<file path="config.mk">
export PLATFORM = sky130hd
export DESIGN_NAME = signed_fix_point_acc_requant_flat
export DESIGN_NICKNAME = d
export VERILOG_FILES = /design/src/rtl/signed_fix_point_acc_requant_if.sv /design/src/rtl/signed_fix_point_acc_requant.sv /design/src/flat_wrapper.sv
export SDC_FILE = /design/constraint.sdc
export NUM_CORES = 1
export LEC_CHECK = 0
export ABC_CLOCK_PERIOD_IN_PS = 3800
export CAP_MARGIN = 20
export CORE_ASPECT_RATIO = 1.25
export CORE_MARGIN = 10
export CORE_UTILIZATION = 50
export DETAILED_ROUTE_END_ITERATION = 8
export PLACE_DENSITY = 0.72
export SLEW_MARGIN = 20
export SYNTH_ARGS = -nofsm -noshare
export SYNTH_HDL_FRONTEND = slang
export SYNTH_SLANG_ARGS = --single-unit
</file>
<file path="constraint.sdc">
create_clock -name clk -period 3.8 [get_ports clk]
set_input_delay 0.76 -clock clk [delete_from_list [all_inputs] [get_ports clk]]
set_output_delay 0.76 -clock clk [all_outputs]
set_load 0.05 [all_outputs]
</file>
<file path="src/rtl/signed_fix_point_acc_requant_if.sv">
// Handshake bundle between the multiplier array, the requantiser and the layer writeback path.
// The master drives requests and products; the slave (the requantiser) returns results.
interface signed_fix_point_acc_requant_if #(
    parameter int WIDTH     = 32,
    parameter int LEN_WIDTH = 16
);
    logic                   start;
    logic [LEN_WIDTH-1:0]   len;
    logic                   busy;
    logic                   in_valid;
    logic                   in_ready;
    logic [2*WIDTH-1:0]     in_prod;
    logic                   out_valid;
    logic                   out_ready;
    logic [WIDTH-1:0]       out_data;
    logic                   out_sat;

    modport master (
        output start, len, in_valid, in_prod, out_ready,
        input  busy, in_ready, out_valid, out_data, out_sat
    );

    modport slave (
        input  start, len, in_valid, in_prod, out_ready,
        output busy, in_ready, out_valid, out_data, out_sat
    );
endinterface

</file>
<file path="src/rtl/signed_fix_point_acc_requant.sv">
// Accumulates len double-width signed products, rounds half-up, drops POINT_WIDTH fraction bits
// and saturates to the WIDTH-bit working format; one result per dot product.
//
// state   | meaning
// S_IDLE  | waiting for start; accumulator cleared
// S_ACC   | taking products, counter tracks remaining terms
// S_ROUND | round, shift and saturate into the output register
// S_OUT   | result held until out_ready
module signed_fix_point_acc_requant #(
    parameter int WIDTH       = 32,
    parameter int POINT_WIDTH = 16,
    parameter int GUARD       = 8,
    parameter int LEN_WIDTH   = 16
) (
    input  logic clk,
    input  logic rst_n,
    signed_fix_point_acc_requant_if.slave bus
);
    localparam int AW = 2*WIDTH + GUARD;
    localparam logic signed [AW-1:0] R_MAX = {{(AW-WIDTH+1){1'b0}}, {(WIDTH-1){1'b1}}};
    localparam logic signed [AW-1:0] R_MIN = {{(AW-WIDTH+1){1'b1}}, {(WIDTH-1){1'b0}}};

    typedef enum logic [1:0] {S_IDLE, S_ACC, S_ROUND, S_OUT} state_e;

    state_e                 state_q;
    logic [AW-1:0]          acc_q;
    logic [AW-1:0]          acc_d;
    logic [AW-1:0]          prod_ext;
    logic [AW-1:0]          rnd_sum;
    logic signed [AW-1:0]   r_shift;
    logic [LEN_WIDTH-1:0]   cnt_q;
    logic                   busy_q;
    logic                   in_ready_q;
    logic                   out_valid_q;
    logic                   out_sat_q;
    logic [WIDTH-1:0]       out_data_q;
    logic                   beat;

    assign prod_ext = {{GUARD{bus.in_prod[2*WIDTH-1]}}, bus.in_prod};
    assign acc_d    = acc_q + prod_ext;
    assign rnd_sum  = acc_q + (AW'(1) << (POINT_WIDTH-1));
    assign r_shift  = $signed(rnd_sum) >>> POINT_WIDTH;
    assign beat     = bus.in_valid && in_ready_q;

    always_ff @(posedge clk or negedge rst_n) begin
        if (!rst_n) begin
            state_q     <= S_IDLE;
            acc_q       <= '0;
            cnt_q       <= '0;
            busy_q      <= 1'b0;
            in_ready_q  <= 1'b0;
            out_valid_q <= 1'b0;
            out_data_q  <= '0;
            out_sat_q   <= 1'b0;
        end else begin
            case (state_q)
                S_IDLE: begin
                    if (bus.start) begin
                        acc_q  <= '0;
                        cnt_q  <= bus.len;
                        busy_q <= 1'b1;
                        if (bus.len != '0) begin
                            state_q    <= S_ACC;
                            in_ready_q <= 1'b1;
                        end else begin
                            state_q <= S_ROUND;
                        end
                    end
                end
                S_ACC: begin
                    if (beat) begin
                        acc_q <= acc_d;
                        cnt_q <= cnt_q - LEN_WIDTH'(1);
                        if (cnt_q == LEN_WIDTH'(1)) begin
                            state_q    <= S_ROUND;
                            in_ready_q <= 1'b0;
                        end
                    end
                end
                S_ROUND: begin
                    state_q     <= S_OUT;
                    out_valid_q <= 1'b1;
                    if (r_shift > R_MAX) begin
                        out_data_q <= {1'b0, {(WIDTH-1){1'b1}}};
                        out_sat_q  <= 1'b1;
                    end else if (r_shift < R_MIN) begin
                        out_data_q <= {1'b1, {(WIDTH-1){1'b0}}};
                        out_sat_q  <= 1'b1;
                    end else begin
                        out_data_q <= r_shift[WIDTH-1:0];
                        out_sat_q  <= 1'b0;
                    end
                end
                S_OUT: begin
                    // out_data stays in the register after the handshake; only out_valid qualifies it
                    if (bus.out_ready) begin
                        state_q     <= S_IDLE;
                        out_valid_q <= 1'b0;
                        busy_q      <= 1'b0;
                        acc_q       <= '0;
                        cnt_q       <= '0;
                    end
                end
                default: state_q <= S_IDLE;
            endcase
        end
    end

    assign bus.busy      = busy_q;
    assign bus.in_ready  = in_ready_q;
    assign bus.out_valid = out_valid_q;
    assign bus.out_data  = out_data_q;
    assign bus.out_sat   = out_sat_q;
endmodule

</file>
<file path="src/flat_wrapper.sv">
// flat-port wrapper written by rule: the top's interface ports become plain ports
module signed_fix_point_acc_requant_flat 
#(
    parameter int WIDTH       = 32,
    parameter int POINT_WIDTH = 16,
    parameter int GUARD       = 8,
    parameter int LEN_WIDTH   = 16
)
  (clk, rst_n, bus_start, bus_len, bus_in_valid, bus_in_prod, bus_out_ready, bus_busy, bus_in_ready, bus_out_valid, bus_out_data, bus_out_sat);
  signed_fix_point_acc_requant_if #(.WIDTH(WIDTH), .LEN_WIDTH(LEN_WIDTH)) bus_i ();
  input  logic clk;
  input  logic rst_n;
  input wire logic [$bits(bus_i.start)-1:0] bus_start;
  input wire logic [$bits(bus_i.len)-1:0] bus_len;
  input wire logic [$bits(bus_i.in_valid)-1:0] bus_in_valid;
  input wire logic [$bits(bus_i.in_prod)-1:0] bus_in_prod;
  input wire logic [$bits(bus_i.out_ready)-1:0] bus_out_ready;
  output wire logic [$bits(bus_i.busy)-1:0] bus_busy;
  output wire logic [$bits(bus_i.in_ready)-1:0] bus_in_ready;
  output wire logic [$bits(bus_i.out_valid)-1:0] bus_out_valid;
  output wire logic [$bits(bus_i.out_data)-1:0] bus_out_data;
  output wire logic [$bits(bus_i.out_sat)-1:0] bus_out_sat;
  assign bus_i.start = bus_start;
  assign bus_i.len = bus_len;
  assign bus_i.in_valid = bus_in_valid;
  assign bus_i.in_prod = bus_in_prod;
  assign bus_i.out_ready = bus_out_ready;
  assign bus_busy = bus_i.busy;
  assign bus_in_ready = bus_i.in_ready;
  assign bus_out_valid = bus_i.out_valid;
  assign bus_out_data = bus_i.out_data;
  assign bus_out_sat = bus_i.out_sat;
  signed_fix_point_acc_requant #(.WIDTH(WIDTH), .POINT_WIDTH(POINT_WIDTH), .GUARD(GUARD), .LEN_WIDTH(LEN_WIDTH)) u_core (.clk(clk), .rst_n(rst_n), .bus(bus_i));
endmodule
</file>
==> flow_metrics.py, run 1 <==
metrics = {
    "sta": {
        "fin_setup_tns_ns": 0,
        "drv_slew": 0,
        "period_share": 0.949,
        "period_minus_slack_ns": 3.61,
        "relSlewSlack": 0.378,
        "tightest_slew_ns": 0.924,
        "fin_skew_ns": 0.00968,
        "timing.fmax_ghz": 0.277,
        "hold_viol": 0,
        "finalSetupViolCount": 0,
    },
    "global_route": {
        "grt_pass1_vias": 11400,
        "grt_max_degree": 78,
        "antenna_found_initial": 0,
        "grt_pass1_wl_mm": 56.9,
        "grt_overflow_total": 0,
        "grt.total_usage": 0.242,
    },
    "synth": {
        "synthesis.area_mm2": 0.0110,
        "synth_seq_area_share": 0.286,
        "synth_top_area_share": 0.286,
        "synth_cell_types": 76,
        "synth_nets": 1597,
        "netlist_instances": 1433,
        "synth-seq-cells": 126,
        "yosysTopAreaCell": "dfrtp_1",
        "ys.flop_type": "dfrtp_1",
        "synth_commonest_cells": "nand2_1, a21oi_1, dfrtp_1, o21ai_0, nor2_1",
        "synthArstFlopShare": 1.00,
        "synth.most_common_cell": "nand2_1",
        "synth_area_per_cell_um2": 7.69,
        "ys_top_cells_by_area": "dfrtp_1, ha_1, nand2_1",
        "yosysWarnings": 0,
        "synth_edf_count": 0,
    },
    "power_and_ir_drop": {
        "irDropWorstVdd_v": 0.000506,
        "power_frac_comb": 0.568,
        "leakage_nw": 6.27,
        "clkPwrFrac": 0.189,
        "p_switching_w": 0.00439,
        "power_density_mw_per_mm2": 669,
        "p_int_w": 0.00500,
        "swShare": 0.468,
        "total_power_w": 0.00939,
        "pwr-share-seq": 0.243,
    },
    "die": {
        "fp.dieH_um": 186,
        "num_rows": 60,
        "die-area_mm2": 0.0284,
        "coreArea_mm2": 0.0216,
        "start_util": 0.510,
        "io_pins": 121,
        "die_w_um": 153,
    },
    "clock_network": {
        "cts_buffers": 17,
        "holdBufCountCts": 0,
        "clock_path_buffers": 2,
        "cts.sinks": 126,
        "htree_levels": 4,
        "post_cts_buffers": 0,
        "cts_tree": "done",
        "root_buffer": "clkbuf_16",
        "clkLatencyLatePin_ns": 0.43,
        "clk_pin_slew_worst_paths_ns": 0.06,
    },
    "route": {
        "route.detailed.drc": 0,
        "wl_per_cell_um": 18.3,
        "drt_wl_total_mm": 35.5,
        "routed_via_density": 6.08,
        "ant_nets": 0,
        "vias": 11800,
        "first_pass_iters": 6,
        "drtIter0Drc": 916,
    },
    "setup_path": {
        "crit_path_start_kind": "input pin",
        "reg2regPathDepth": 12,
        "arrival_ns": 3.92,
        "critPathMaxFanout": 4,
        "crit_type": "in2reg",
        "required_ns": 4.11,
        "r2r_setup_slack_ns": 0.46,
        "end_kind": "register",
        "r2r-start": "u_core.acc_q[24]",
        "r2r-end": "u_core.bus.out_data[3]",
    },
    "final_layout": {
        "nets": 1806,
        "drive_gt1_frac": 0.125,
        "syn2layout_area_growth_pct": 27.4,
        "utilization": 0.649,
        "antennaDiodeCount": 0,
        "fin_area_mm2": 0.0140,
    },
    "run_status": {
        "status": "finished, final reports clean",
    },
    "placed_design": {
        "place_congestion": 0.958,
        "portBuffers": 120,
        "place_area_mm2": 0.0134,
        "post-dp-hpwl_mm": 27.3,
    },
    "min_path": {
        "min_path_type": "in2async",
    },
    "job": {
        "cap_viol_max_count": 0,
    },
}
[cell families after synthesis]
| family | Yosys count | synth area share |
|---|---|---|
| XOR/XNOR | 97 | 0.0771 |
| multiplexers | 3 | 0.00295 |
| AND/OR/NAND/NOR | 550 | 0.242 |
| buffers and inverters | 118 | 0.0434 |
| AO/OA/AOI/OAI | 460 | 0.258 |
| flip-flops | 126 | 0.286 |
| adder cells (fa/ha/maj) | 79 | 0.0904 |
[cell type report]
type	instances	area [µm²]
clock inverter	11	155
sequential	126	3150
fill	1930	7580
tap	279	349
timing repair buffer	267	2340
multi-input combinational	1189	7420
clock buffer	21	470
inverter	41	154
[routing by layer]
metal  track usage  vias up  routed length (µm)
li1              -     5655                   -
met1         0.290     5540               14700
met2         0.425      481               17500
met3        0.0365       83                2240
met4        0.0943        0                1080
met5             0        -                   0
[layout by cell type, fill, tap and decap left out, drive strengths merged, types with 8 or more instances in the layout]
master,Yosys,routed
nand2,202,202
buf,7,148
a21oi,146,146
dfrtp,126,126
o21ai,126,126
clkdlybuf4s50,0,119
nor2,118,118
ha,78,78
xnor2,59,59
a21o,58,58
nand3,51,51
nand4,49,49
inv,41,44
xor2,38,38
nor3,28,28
nor4,23,23
clkbuf,70,21
and3,19,19
o21bai,19,19
a31oi,13,13
o31ai,13,13
or3,10,10
o22ai,9,9
nand2b,9,9
nor2b,8,8
o211ai,8,8
[power by group through the flow]
stage          combinational [W]  clock (W)  sequential, W
2_1_floorplan            0.00305          0        0.00260
3_3_place_gp             0.00518          0        0.00227
3_5_place_dp             0.00526          0        0.00229
4_1_cts                  0.00529    0.00178        0.00227
5_1_grt                  0.00583    0.00184        0.00234
6_report                 0.00533    0.00177        0.00228
[registers in the layout (all words and copies together) (netlist names)]
register              cells
u_core.bus.busy           1
u_core.bus.out_sat        1
u_core.state_q            2
u_core.cnt_q             16
u_core.bus.out_valid      1
u_core.bus.in_ready       1
u_core.bus.out_data      32
u_core.acc_q             72
[critical path, cell delays in order]
cell	delay, ns
clkdlybuf4s50_1	0.46
ha_1	0.16
inv_1	0.05
fa_1	0.37
nor2b_1	0.17
o31a_1	0.20
o31ai_2	0.09
a21boi_1	0.23
o31ai_2	0.12
and3_1	0.22
o31ai_1	0.26
buf_4	0.18
a31oi_2	0.13
o2111a_1	0.27
a221o_1	0.25
[per-stage QoR]
stage / worst slack, ns / hold slack, ns / cells
2_1_floorplan: 0.399 / 0.443 / 1433
3_3_place_gp: -0.238 / 0.469 / 1902
5_1_grt: -0.0293 / 0.368 / 1934
3_5_place_dp: -0.349 / 0.481 / 1902
4_1_cts: 0.0841 / 0.381 / 1934
6_report: 0.193 / 0.341 / 1934
[how the worst max path moves through the flow]
stage                               start          endpoint  slack, ns  depth (start not counted)
final                      bus_in_prod[0]  u_core.acc_q[60]       0.19                         15
after global routing       bus_in_prod[0]  u_core.acc_q[56]      -0.03                         15
after CTS                  bus_in_prod[0]  u_core.acc_q[60]       0.08                         15
after detailed placement   bus_in_prod[0]  u_core.acc_q[60]      -0.35                         15
after global placement     bus_in_prod[0]  u_core.acc_q[60]      -0.24                         15
after floorplan           bus_in_prod[43]  u_core.acc_q[60]       0.40                         12
[repair_timing]
item / 4_1_cts / 5_1_grt
hold endpoints to repair: 0 / 0
setup endpoints to repair: 0 / 8
gates resized for setup: 0 / 6
Power figures use the tool's default switching activity.
==> run 2, diff against run 1 <==
--- a/config.mk
+++ b/config.mk
@@ -8,10 +8,10 @@
 export ABC_CLOCK_PERIOD_IN_PS = 3800
 export CAP_MARGIN = 20
 export CORE_ASPECT_RATIO = 1.25
-export CORE_MARGIN = 10
 export CORE_UTILIZATION = 50
 export DETAILED_ROUTE_END_ITERATION = 8
 export PLACE_DENSITY = 0.72
+export REMOVE_ABC_BUFFERS = 1
 export SLEW_MARGIN = 20
 export SYNTH_ARGS = -nofsm -noshare
 export SYNTH_HDL_FRONTEND = slang
==> run 2 against run 1 <==
Compared with the run above:
- sequential cell count unchanged
- clock power barely moved
- utilization decreased by 0.48 points
- count of clock-buffer cells in the layout decreased by 1
- design area decreased by 1.1%
- register-to-register slack lost 0.10 ns
- critical path type unchanged
==> flow_metrics.py, run 2 (synthesis gave the netlist of run 1 again) <==
metrics = {
    "sta": {
        "finalSetupViolCount": 0,
        "timing.fmax_ghz": 0.279,
        "period_minus_slack_ns": 3.58,
        "drv_slew": 0,
        "hold_viol": 0,
        "grt_setup_unrepaired": "no",
        "period_share": 0.942,
        "relSlewSlack": 0.330,
        "fin_skew_ns": 0.0118,
        "tightest_slew_ns": 0.996,
    },
    "setup_path": {
        "critical-path-slowest-cell": "clkdlybuf4s50_1",
        "required_ns": 4.10,
        "max_stage_delay_ns": 0.46,
        "cp_common_cell": "o31ai_1",
        "end_kind": "register",
        "crit_path_start_kind": "input pin",
        "arrival_ns": 3.88,
        "crit_type": "in2reg",
        "critPathMaxFanout": 4,
        "crit_chain": "clkdlybuf4s50_1 > ha_1 > inv_1 > fa_1 > nor2b_1 > o31a_1 > o31ai_1 > a21boi_1 > o31ai_1 > and3_1 > buf_4 > o311a_1 > o31ai_2 > xnor2_1 > o21ai_0",
    },
    "die": {
        "die_w_um": 135,
        "io_pins": 121,
        "num_rows": 60,
        "fp.dieH_um": 168,
        "start_util": 0.511,
        "coreArea_mm2": 0.0215,
        "die-area_mm2": 0.0226,
    },
    "global_route": {
        "grt.total_usage": 0.305,
        "antenna_found_initial": 0,
        "grt_pass1_vias": 11100,
        "grt_max_degree": 76,
        "grt_pass1_wl_mm": 55.1,
        "grt_overflow_total": 0,
    },
    "final_layout": {
        "finalNonFillerCells": 1908,
        "final_cell_mix": "nand2_1, a21oi_1, dfrtp_1, o21ai_0, clkdlybuf4s50_1",
        "drive_gt1_frac": 0.112,
        "nFillCells": 1916,
        "largest_reg_flops": 72,
        "antennaDiodeCount": 0,
        "largest-register": "u_core.acc_q",
        "syn2layout_area_growth_pct": 26.0,
        "utilization": 0.644,
        "nets": 1780,
        "layout_commonest_cell": "nand2_1",
    },
    "placed_design": {
        "portBuffers": 120,
        "place_inst": 1875,
        "post-dp-hpwl_mm": 25.7,
        "place_congestion": 0.954,
    },
    "clock_network": {
        "clock_path_buffers": 2,
        "cts_tree": "done",
        "root_buffer": "clkbuf_16",
        "cts.sinks": 126,
        "clk_pin_slew_worst_paths_ns": 0.06,
        "cts_buffers": 17,
        "holdBufCountCts": 0,
        "htree_levels": 4,
        "clkLatencyLatePin_ns": 0.43,
    },
    "power_and_ir_drop": {
        "swShare": 0.467,
        "power_frac_comb": 0.564,
        "power_density_mw_per_mm2": 675,
        "irDropWorstVdd_v": 0.000407,
        "pwr-share-seq": 0.245,
        "p_switching_w": 0.00437,
        "leakage_nw": 6.17,
        "clkPwrFrac": 0.191,
        "p_int_w": 0.00500,
    },
    "job": {
        "cap_viol_max_count": 0,
    },
    "route": {
        "drtIter0Drc": 764,
        "vias": 11600,
        "ant_nets": 0,
        "wl_per_cell_um": 17.9,
        "routed_via_density": 6.07,
        "route.detailed.drc": 0,
        "drt_wl_total_mm": 34.1,
        "first_pass_iters": 8,
    },
    "min_path": {
        "min_path_type": "in2async",
    },
    "run_status": {
        "status": "finished, final reports clean",
    },
}
run 2: cell types whose count changed in the layout (fill, tap and decap cells not counted), sizes merged:
| cell | delta |
|---|---|
| buf | -26 |
| clkinv | +5 |
| clkinvlp | -3 |
| inv | -2 |
| bufinv | +1 |
| clkbuf | -1 |
run 2: layer usage:
metal  vias to the layer above  global-route usage  share of wire
met5                         -                   0              0
met4                         0               0.127          0.037
met3                        84              0.0449          0.050
li1                       5602                   -              -
met1                      5522               0.378           0.42
met2                       368               0.527           0.49
run 2: metrics by stage:
stage	setup WS (ns)	hold slack, ns	cell area, µm²	setup TNS (ns)	total power [W]
2_1_floorplan	-0.348	0.443	10700	-0.818	0.00554
3_3_place_gp	-0.337	0.461	13200	-1.58	0.00739
3_5_place_dp	-0.443	0.472	13200	-2.81	0.00748
4_1_cts	0.105	0.377	13800	0	0.00930
5_1_grt	0.00268	0.405	13900	0	0.0100
6_report	0.220	0.355	13900	0	0.00937
run 2: path summary, 6_finish.rpt:
path                                   from                 endpoint  slack [ns]  cells past startpoint
hold reg to reg             u_core.acc_q[0]          u_core.acc_q[0]        0.48                      2
min in group clk            u_core.acc_q[0]          u_core.acc_q[0]        0.48                      2
hold / removal                        rst_n   u_core.bus.out_data[2]        0.35                      1
max in group asynchronous             rst_n         u_core.acc_q[62]        2.57                      2
setup reg to reg           u_core.acc_q[37]  u_core.bus.out_data[29]        0.36                     11
setup / recovery             bus_in_prod[0]         u_core.acc_q[66]        0.22                     15
run 2: repair_timing:
action	in CTS	in global routing
setup buffers	0	1
resized for setup	1	8
pin swaps	0	2
setup endpoints to repair	1	7
run 2: area by class of cell:
cell class / instances / area (µm²) / area share
multi-input combinational: 1189 / 7440 / 0.536
sequential: 126 / 3150 / 0.227
timing repair buffer: 241 / 2160 / 0.155
clock buffer: 20 / 447 / 0.0322
tap: 279 / 349 / 0.0251
clock inverter: 12 / 185 / 0.0133
inverter: 41 / 154 / 0.0111
run 2: power groups by stage:
stage               clock [W]  combinational, W  sequential (W)
floorplan                   0           0.00291         0.00263
global placement            0           0.00511         0.00228
detailed placement          0           0.00518         0.00230
CTS                   0.00180           0.00522         0.00228
global route          0.00186           0.00579         0.00235
finish                0.00179           0.00528         0.00230
run 2: critical path, delay by kind of cell:
family          cells  cell delay, ns
buf+inv             3            0.67
compound gates      7            1.38
xor+xnor            1            0.14
fa+ha+maj           2            0.55
simple gates        2            0.37
==> run 3, diff against run 2 <==
--- a/config.mk
+++ b/config.mk
@@ -6,7 +6,6 @@
 export NUM_CORES = 1
 export LEC_CHECK = 0
 export ABC_CLOCK_PERIOD_IN_PS = 3800
-export CAP_MARGIN = 20
 export CORE_ASPECT_RATIO = 1.25
 export CORE_UTILIZATION = 50
 export DETAILED_ROUTE_END_ITERATION = 8
==> results of run 3 <==
The final DEF is identical to that of run 2; final timing and power are the same.
